**src/rtl/sigmoid_layer_sequencer_if.sv**
```systemverilog
// sigmoid_layer_sequencer_if: sigmoid input, register-file and hidden-stream signals of the layer sequencer.
interface sigmoid_layer_sequencer_if #(parameter int NUM_OUT = 10);
    logic                        sig_valid;
    logic [3:0]                  sig_data;
    logic                        reg_write_en;
    logic [4:0]                  reg_address;
    logic [3:0]                  reg_data_in;
    logic [3:0]                  reg_data_out;
    logic [0:NUM_OUT-1][3:0]     digit_weights;
    logic [3:0]                  hidden_data;
    logic                        hidden_valid;
    logic                        hidden_ready;
    modport master (
        input  sig_valid, sig_data, reg_data_out, digit_weights, hidden_ready,
        output reg_write_en, reg_address, reg_data_in, hidden_data, hidden_valid
    );
    modport slave (
        output sig_valid, sig_data, reg_data_out, digit_weights, hidden_ready,
        input  reg_write_en, reg_address, reg_data_in, hidden_data, hidden_valid
    );
endinterface

```
**src/rtl/sigmoid_layer_sequencer.sv**
```systemverilog
// sigmoid_layer_sequencer: drives one classification through hidden capture, output replay/capture and argmax.
module sigmoid_layer_sequencer #(
    parameter int NUM_HIDDEN = 8,
    parameter int NUM_OUT    = 10
) (
    input  logic                      clk,
    input  logic                      n_rst,
    input  logic                      start_i,
    sigmoid_layer_sequencer_if.master bus,
    output logic                      layer_sel_o,
    output logic [3:0]                out_neuron_o,
    output logic                      busy_o,
    output logic                      done_o,
    output logic [3:0]                digit_o
);
    localparam int HW = $clog2(NUM_HIDDEN);
    localparam int OW = $clog2(NUM_OUT);
    typedef enum logic [2:0] {IDLE, HID, FEED, OWAIT, ARGMAX, DONE} state_t;
    state_t          state_q, state_d;
    logic [HW-1:0]   hid_cnt_q, hid_cnt_d, feed_cnt_q, feed_cnt_d;
    logic [OW-1:0]   out_cnt_q, out_cnt_d, idx_q, idx_d, best_idx_q, best_idx_d;
    logic [3:0]      best_q, best_d, digit_q, digit_d;
    logic [3:0]      w;
    logic            gt;
    assign w  = bus.digit_weights[idx_q];
    assign gt = w > best_q;
    always_ff @(posedge clk) begin
        if (!n_rst) begin
            state_q    <= IDLE;
            hid_cnt_q  <= '0;
            feed_cnt_q <= '0;
            out_cnt_q  <= '0;
            idx_q      <= '0;
            best_idx_q <= '0;
            best_q     <= '0;
            digit_q    <= '0;
        end else begin
            state_q    <= state_d;
            hid_cnt_q  <= hid_cnt_d;
            feed_cnt_q <= feed_cnt_d;
            out_cnt_q  <= out_cnt_d;
            idx_q      <= idx_d;
            best_idx_q <= best_idx_d;
            best_q     <= best_d;
            digit_q    <= digit_d;
        end
    end
    always_comb begin
        state_d    = state_q;
        hid_cnt_d  = hid_cnt_q;
        feed_cnt_d = feed_cnt_q;
        out_cnt_d  = out_cnt_q;
        idx_d      = idx_q;
        best_idx_d = best_idx_q;
        best_d     = best_q;
        digit_d    = digit_q;
        case (state_q)
            IDLE: if (start_i) begin
                state_d   = HID;
                hid_cnt_d = '0;
            end
            HID: if (bus.sig_valid) begin
                hid_cnt_d = hid_cnt_q + 1'b1;
                if (hid_cnt_q == HW'(NUM_HIDDEN-1)) begin
                    state_d    = FEED;
                    out_cnt_d  = '0;
                    feed_cnt_d = '0;
                end
            end
            FEED: if (bus.hidden_ready) begin
                feed_cnt_d = feed_cnt_q + 1'b1;
                if (feed_cnt_q == HW'(NUM_HIDDEN-1)) state_d = OWAIT;
            end
            OWAIT: if (bus.sig_valid) begin
                if (out_cnt_q == OW'(NUM_OUT-1)) begin
                    state_d    = ARGMAX;
                    idx_d      = '0;
                    best_d     = '0;
                    best_idx_d = '0;
                end else begin
                    state_d    = FEED;
                    out_cnt_d  = out_cnt_q + 1'b1;
                    feed_cnt_d = '0;
                end
            end
            ARGMAX: begin
                // strict compare keeps the lowest index on ties
                best_d     = gt ? w : best_q;
                best_idx_d = gt ? idx_q : best_idx_q;
                idx_d      = idx_q + 1'b1;
                if (idx_q == OW'(NUM_OUT-1)) begin
                    state_d = DONE;
                    digit_d = 4'(best_idx_d);
                end
            end
            default: state_d = IDLE;
        endcase
    end
    always_comb begin
        busy_o           = state_q != IDLE;
        done_o           = state_q == DONE;
        layer_sel_o      = state_q == FEED || state_q == OWAIT;
        out_neuron_o     = 4'(out_cnt_q);
        digit_o          = digit_q;
        bus.hidden_valid = state_q == FEED;
        bus.reg_write_en = n_rst && bus.sig_valid && (state_q == HID || state_q == OWAIT);
        bus.reg_address  = state_q == HID   ? 5'(hid_cnt_q) :
                           state_q == FEED  ? 5'(feed_cnt_q) :
                           state_q == OWAIT ? 5'(NUM_HIDDEN) + 5'(out_cnt_q) : '0;
        bus.reg_data_in  = bus.sig_data;
        bus.hidden_data  = bus.reg_data_out;
    end
endmodule

```
**src/flat_wrapper.sv**
```systemverilog
// flat-port wrapper written by rule: the top's interface ports become plain ports
module sigmoid_layer_sequencer_flat 
#(
    parameter int NUM_HIDDEN = 8,
    parameter int NUM_OUT    = 10
)
  (clk, n_rst, start_i, layer_sel_o, out_neuron_o, busy_o, done_o, digit_o, bus_sig_valid, bus_sig_data, bus_reg_data_out, bus_digit_weights, bus_hidden_ready, bus_reg_write_en, bus_reg_address, bus_reg_data_in, bus_hidden_data, bus_hidden_valid);
  sigmoid_layer_sequencer_if #(.NUM_OUT(NUM_OUT)) bus_i ();
  input  logic clk;
  input  logic n_rst;
  input  logic start_i;
  output logic layer_sel_o;
  output logic [3:0] out_neuron_o;
  output logic busy_o;
  output logic done_o;
  output logic [3:0] digit_o;
  input wire logic [$bits(bus_i.sig_valid)-1:0] bus_sig_valid;
  input wire logic [$bits(bus_i.sig_data)-1:0] bus_sig_data;
  input wire logic [$bits(bus_i.reg_data_out)-1:0] bus_reg_data_out;
  input wire logic [$bits(bus_i.digit_weights)-1:0] bus_digit_weights;
  input wire logic [$bits(bus_i.hidden_ready)-1:0] bus_hidden_ready;
  output wire logic [$bits(bus_i.reg_write_en)-1:0] bus_reg_write_en;
  output wire logic [$bits(bus_i.reg_address)-1:0] bus_reg_address;
  output wire logic [$bits(bus_i.reg_data_in)-1:0] bus_reg_data_in;
  output wire logic [$bits(bus_i.hidden_data)-1:0] bus_hidden_data;
  output wire logic [$bits(bus_i.hidden_valid)-1:0] bus_hidden_valid;
  assign bus_i.sig_valid = bus_sig_valid;
  assign bus_i.sig_data = bus_sig_data;
  assign bus_i.reg_data_out = bus_reg_data_out;
  assign bus_i.digit_weights = bus_digit_weights;
  assign bus_i.hidden_ready = bus_hidden_ready;
  assign bus_reg_write_en = bus_i.reg_write_en;
  assign bus_reg_address = bus_i.reg_address;
  assign bus_reg_data_in = bus_i.reg_data_in;
  assign bus_hidden_data = bus_i.hidden_data;
  assign bus_hidden_valid = bus_i.hidden_valid;
  sigmoid_layer_sequencer #(.NUM_HIDDEN(NUM_HIDDEN), .NUM_OUT(NUM_OUT)) u_core (.clk(clk), .n_rst(n_rst), .start_i(start_i), .bus(bus_i), .layer_sel_o(layer_sel_o), .out_neuron_o(out_neuron_o), .busy_o(busy_o), .done_o(done_o), .digit_o(digit_o));
endmodule
```
**config.mk**
```make
export PLATFORM = sky130hd
export DESIGN_NAME = sigmoid_layer_sequencer_flat
export DESIGN_NICKNAME = d
export VERILOG_FILES = /design/src/rtl/sigmoid_layer_sequencer_if.sv /design/src/rtl/sigmoid_layer_sequencer.sv /design/src/flat_wrapper.sv
export SDC_FILE = /design/constraint.sdc
export NUM_CORES = 1
export LEC_CHECK = 0
export ABC_CLOCK_PERIOD_IN_PS = 2600
export CORE_MARGIN = 2
export CORE_UTILIZATION = 27
export DETAILED_ROUTE_END_ITERATION = 7
export GPL_TIMING_DRIVEN = 0
export PLACE_DENSITY = 0.52
export SLEW_MARGIN = 40
export SYNTH_ARGS = -nofsm -noshare
export SYNTH_HDL_FRONTEND = slang
export SYNTH_SLANG_ARGS = --single-unit
```
**constraint.sdc**
```tcl
create_clock -name clk -period 2.6 [get_ports clk]
set_input_delay 0.52 -clock clk [delete_from_list [all_inputs] [get_ports clk]]
set_output_delay 0.52 -clock clk [all_outputs]
set_load 0.02 [all_outputs]
```
Word-level counts from Yosys, hierarchy flattened
Index checks and enable logic that the tools add are counted.
{ "totals": {"reg_bits": 29, "out_inout_bits": 26} }
{ "op_classes": {"n_addsub": 5, "magnitude_cmp": 2, "n_eq_ne": 19, "muxes": 36, "bitwise": 1, "reduce_logical": 17} }
{ "op_table": {"columns": ["operator", "n"], "rows": [
  ["3-bit 2-to-1 mux", 15],
  ["4-bit 2-to-1 mux", 10],
  ["4-bit one-hot mux with 2 select lines", 4],
  ["4-bit binary-select mux with 4-bit select", 1],
  ["5-bit 2-to-1 mux", 3],
  ["3-bit one-hot mux with 5 select lines", 1],
  ["3-bit == test (second input constant)", 4],
  ["2-bit by 1-bit != test with 1-bit output (second input constant)", 5],
  ["2-bit != test (second input constant)", 5],
  ["3-bit one-hot mux with 3 select lines", 1],
  ["4-bit by 1-bit adder with 4-bit output (second input constant)", 2],
  ["4-bit == test (second input constant)", 2],
  ["7-bit AND reduction", 1],
  ["3-bit by 1-bit adder with 3-bit output (second input constant)", 2],
  ["3-bit by 2-bit == test with 1-bit output (second input constant)", 2],
  ["3-bit one-hot mux with 2 select lines", 1],
  ["3-bit AND reduction", 2],
  ["6-bit AND reduction", 1],
  ["2-bit nonzero test", 3],
  ["3-bit nonzero test", 2],
  ["4-bit by 4-bit adder with 5-bit output (first input constant)", 1],
  ["5-bit >= comparator (second input constant)", 1],
  ["4-bit inverter with 5-bit output", 1],
  ["5-bit AND reduction", 1],
  ["other kinds (7)", 9]
]} }

Longest topological paths before layout
{ "depth": {"word_depth": 7, "depth_mapped": 12, "mapped_depth_nobuf": 9} }

Least setup slack after synthesis
No wires, ideal clock.
{ "synth_path": {"path_type": "input to register", "start": "in bus_digit_weights[33]", "end": "reg u_core.best_idx_q[3]", "setup_time_ps": 115, "t_arrival_ps": 2541, "required_ps": 2485, "setup_slack_ps": -56, "stages": 10, "cell_sequence": "mux4_1 o22ai_1 o21ai_0 ha_1 nor2b_1 o211a_1 o21bai_1 buf_2 nor2_1 o21a_1"} }
{ "synth_via": {"elab_chain_cells": 6} }
{ "synth_rtl": {"columns": ["element", "line_no", "text"], "rows": [
  ["start: declaration", "flat_wrapper.sv:20", "input wire logic [$bits(bus_i.digit_weights)-1:0] bus_digit_weights;"],
  ["4-bit binary-select mux with 4-bit select", "sigmoid_layer_sequencer.sv:25", "assign w = bus.digit_weights[idx_q];"],
  ["4-bit 2-to-1 mux (not written as such) (2 in a row)", "sigmoid_layer_sequencer.sv:25", null],
  ["4-bit > comparator", "sigmoid_layer_sequencer.sv:26", "assign gt = w > best_q;"],
  ["4-bit 2-to-1 mux", "sigmoid_layer_sequencer.sv:89", "best_idx_d = gt ? idx_q : best_idx_q;"],
  ["4-bit one-hot mux with 2 select lines", "sigmoid_layer_sequencer.sv:57", "case (state_q)"],
  ["end signal: assignment", "sigmoid_layer_sequencer.sv:43", "best_idx_q <= best_idx_d;"],
  ["end: declaration", "sigmoid_layer_sequencer.sv:21", "logic [OW-1:0] out_cnt_q, out_cnt_d, idx_q, idx_d, best_idx_q, best_idx_d;"]
]} }
Every way passes these cells. The select of a mux whose other input is x is not followed.
A chain may end at the register's enable or synchronous reset.

Worst setup path after layout
Ends and elaborated chain as after synthesis.

==> results.tsv <==
stage	metric	value	unit
status	status	finished, violations left	
status	violations	setup timing	
yosys	synth_edf_count	0	
die	row_count	31	
cts	clk_latency	0.28	ns
yosys	synth-main-ff-cell	dfxtp_1	
cts	postCtsHoldBufs	0	
critical_path	cp.arrival	2.81	ns
timing	drv_slew	0	
yosys	synth.avg_cell_area	8.47	um2
power	p_total	1.14	mW
yosys	synth.distinct_cells	47	
yosys	netlist.area_leader.share	28.1	%
yosys	postSynthCellCount	244	
final_layout	drive_gt1_share	23.5	%
yosys	async_reset_ff_share	0	%
global_routing	grt_antenna_before_repair	0	
placed_design	globalplace.congestion	0.794	
critical_path	worstPathRequired	2.78	ns
yosys	yosysTopAreaCell	dfxtp_1	
yosys	yosysSeqAreaShare	28.1	%
timing	final-setup-viol-count	5	
global_routing	grt_max_degree	11	
final_layout	final_util	43.9	%
critical_path	start_kind	input pin	
die	ios	79	
die	start_util	28.2	%
cts	cts-root-buf	clkbuf_8	
yosys	syn_nets	309	
cts	cts.sinks	29	
final_layout	nets	400	
route	dr.pass1.iters	4	
die	core	7330	um2
critical_path	cp_num_buf_inv	2	
yosys	yosysWarnings	0	
cts	cts_tree	done	
job	cap_violations	0	
cts	htreeDepth	2	
timing	hold_viol	0	
global_routing	grt.total_usage	14.8	%
route	drcViolationCount	0	
route	antenna_left	0	
timing	skew	0.00413	ns
timing	timing.final.crit_share	101	%
die	die_w	91.5	um
route	vias_per_cell	4.75	
timing	relSlewSlack	63.5	%
final_layout	area_growth	55.8	%
yosys	ys_ff_latch	29	
placed_design	port_buffers	70	
yosys	syn-cell-area	2070	um2
critical_path	cpPeakStageDelay	0.46	ns
timing	period_needed	2.63	ns
final_layout	antenna_cells	0	
timing	rsz0062_at_grt	yes	
critical_path	path_cells	dlygate4sd2_1 > mux4_2 > o22ai_2 > o21ai_2 > ha_1 > nor2b_2 > o211a_4 > o21bai_4 > buf_6 > nor2_2 > o21a_1	
die	dieHeight	91.5	um
worst_hold_path	hp-class	flop to flop	
route	vias	2065	
timing	tns	-0.0691	ns
timing	fmax	381	MHz
global_routing	grt_pass1_vias	2106	
critical_path	worstSetupPathType	input pin to flop	
route	route.detailed.wl_per_inst	14.1	um
power	vdd_ir_drop_max	0.175	mV
placed_design	dp_hpwl	4410	um
timing	holdWs	0.457	ns
critical_path	critPathTopFamily	compound AO/OA/AOI/OAI gates	
route	wl	6120	um
critical_path	slowest_stage	mux4_2	
global_routing	grt_pass1_wl	10000	um
route	drtIter0Drc	73	
yosys	ys_top_cells_by_area	dfxtp_1 (28%), ha_1 (7.3%), mux2_2 (6.5%)	
cts	cts_buffers	5	
cts	clockBufferDepth	2	
power	p_leak	1.29	nW
global_routing	grt-ovfl-total	0	
cts	clkSlewWorstSetupHoldPaths	0.07	ns
critical_path	crit_fanout	7	
timing	setup_slack	-0.0267	ns
critical_path	worst_setup_path_end_kind	flop	
power	power-per-cell-area	354	nW/um2
die	die-area	8370	um2
timing	tightest_slew	0.544	ns
sequential cells by signal, summed over array words and instances, names as in the netlist:
register / flops
u_core.state_q: 3
u_core.idx_q: 4
u_core.out_neuron_o: 4
u_core.best_q: 4
u_core.hid_cnt_q: 3
u_core.feed_cnt_q: 3
u_core.digit_o: 4
u_core.best_idx_q: 4
cell usage after synthesis, drive strengths merged (3+ instances only):
| library cell | number |
|---|---|
| xnor2 | 3 |
| nand3 | 9 |
| inv | 13 |
| nor3b | 3 |
| mux2i | 9 |
| o22ai | 4 |
| mux2 | 13 |
| o21a | 5 |
| nand2b | 4 |
| mux4 | 4 |
| a31oi | 3 |
| and3 | 7 |
| nor2b | 3 |
| nand2 | 19 |
| nand4 | 3 |
| dfxtp | 29 |
| clkbuf | 7 |
| a21oi | 16 |
| nor2 | 32 |
| o21ai | 12 |
| buf | 14 |
| ha | 12 |
metal layers:
metal  vias to the layer above  track usage, %  wire length, um
met5                         -               0                0
met4                         0            6.06              129
met3                         8            3.65              408
met2                        74            24.5             2720
met1                       954            18.3             2860
li1                       1029               -                -
cell families (layout without fill, tap and decap cells):
kind of cell | count (synthesis) | after routing | share of synthesized area (%)
adder cells (fa/ha/maj) | 12 | 12 | 7.26
multiplexers | 26 | 26 | 16.3
XOR/XNOR | 5 | 5 | 2.12
buffers and inverters | 34 | 126 | 9.75
flip-flops | 29 | 29 | 28.1
AO/OA/AOI/OAI | 50 | 50 | 15.5
AND/OR/NAND/NOR | 88 | 88 | 20.9
area by class of cell:
cell class                 count  area (um2)
buffer                        21         166
clock buffer                   7        86.3
clock inverter                 1        30.0
fill                         742        4110
inverter                      13        48.8
multi-input combinational    181        1380
sequential                    29         584
tap                           99         124
timing repair buffer          84         797
final timing paths:
path	start	endpoint	cells past startpoint	slack (ns)
worst min-delay path	u_core.best_idx_q[1]	u_core.digit_o[1]	2	0.46
worst max register to register	u_core.idx_q[0]	u_core.best_idx_q[3]	11	0
worst min register to register	u_core.best_idx_q[1]	u_core.digit_o[1]	2	0.46
worst max-delay path	bus_digit_weights[33]	u_core.best_idx_q[3]	11	-0.03
power breakdown:
part / total (mW) / switching, mW / internal (mW)
clock: 0.494 / 0.181 / 0.312
sequential: 0.450 / 0.00360 / 0.446
combinational: 0.198 / 0.0784 / 0.120
total: 1.14 / 0.263 / 0.878
cell usage in the layout (no fill, tap or decap), types with 3 or more instances in the layout:
master,synthesis,final
nand3_1,9,7
nor2_1,32,31
nand2_1,19,19
inv_1,13,12
dfxtp_1,29,28
xnor2_1,3,3
nand2b_1,4,4
mux2i_1,9,9
clkbuf_1,5,5
mux4_2,1,4
o22ai_2,1,3
o21a_1,5,5
nand4_1,3,3
mux2_2,12,11
dlygate4sd2_1,0,10
o21ai_0,11,6
buf_4,8,21
o21ai_1,1,3
a21oi_1,16,16
clkbuf_8,2,8
and3_1,7,7
a31oi_1,3,3
clkdlybuf4s50_1,0,55
ha_1,12,10
worst min-delay path: cells and delay by family, from the launching register on:
kind | cells | cell delay [ns]
flip-flops | 1 | 0.31
AO/OA/AOI/OAI | 1 | 0.05
AND/OR/NAND/NOR | 1 | 0.05
per-stage QoR:
step	std cells	cell area [um2]	setup WS, ns
after floorplan	244	2070	0.0162
after global placement	413	2900	-0.674
after detailed placement	413	2900	-0.711
after CTS	432	3150	-0.0573
after global routing	435	3220	-0.139
final	435	3220	-0.0267
repair_timing:
item	4_1_cts	5_1_grt
cloned	1	0
buffers inserted	10	3
setup endpoints to repair	13	16
gates resized for setup	40	15
pin swaps	20	11
Note: power is estimated with default switching activity, not from simulation.
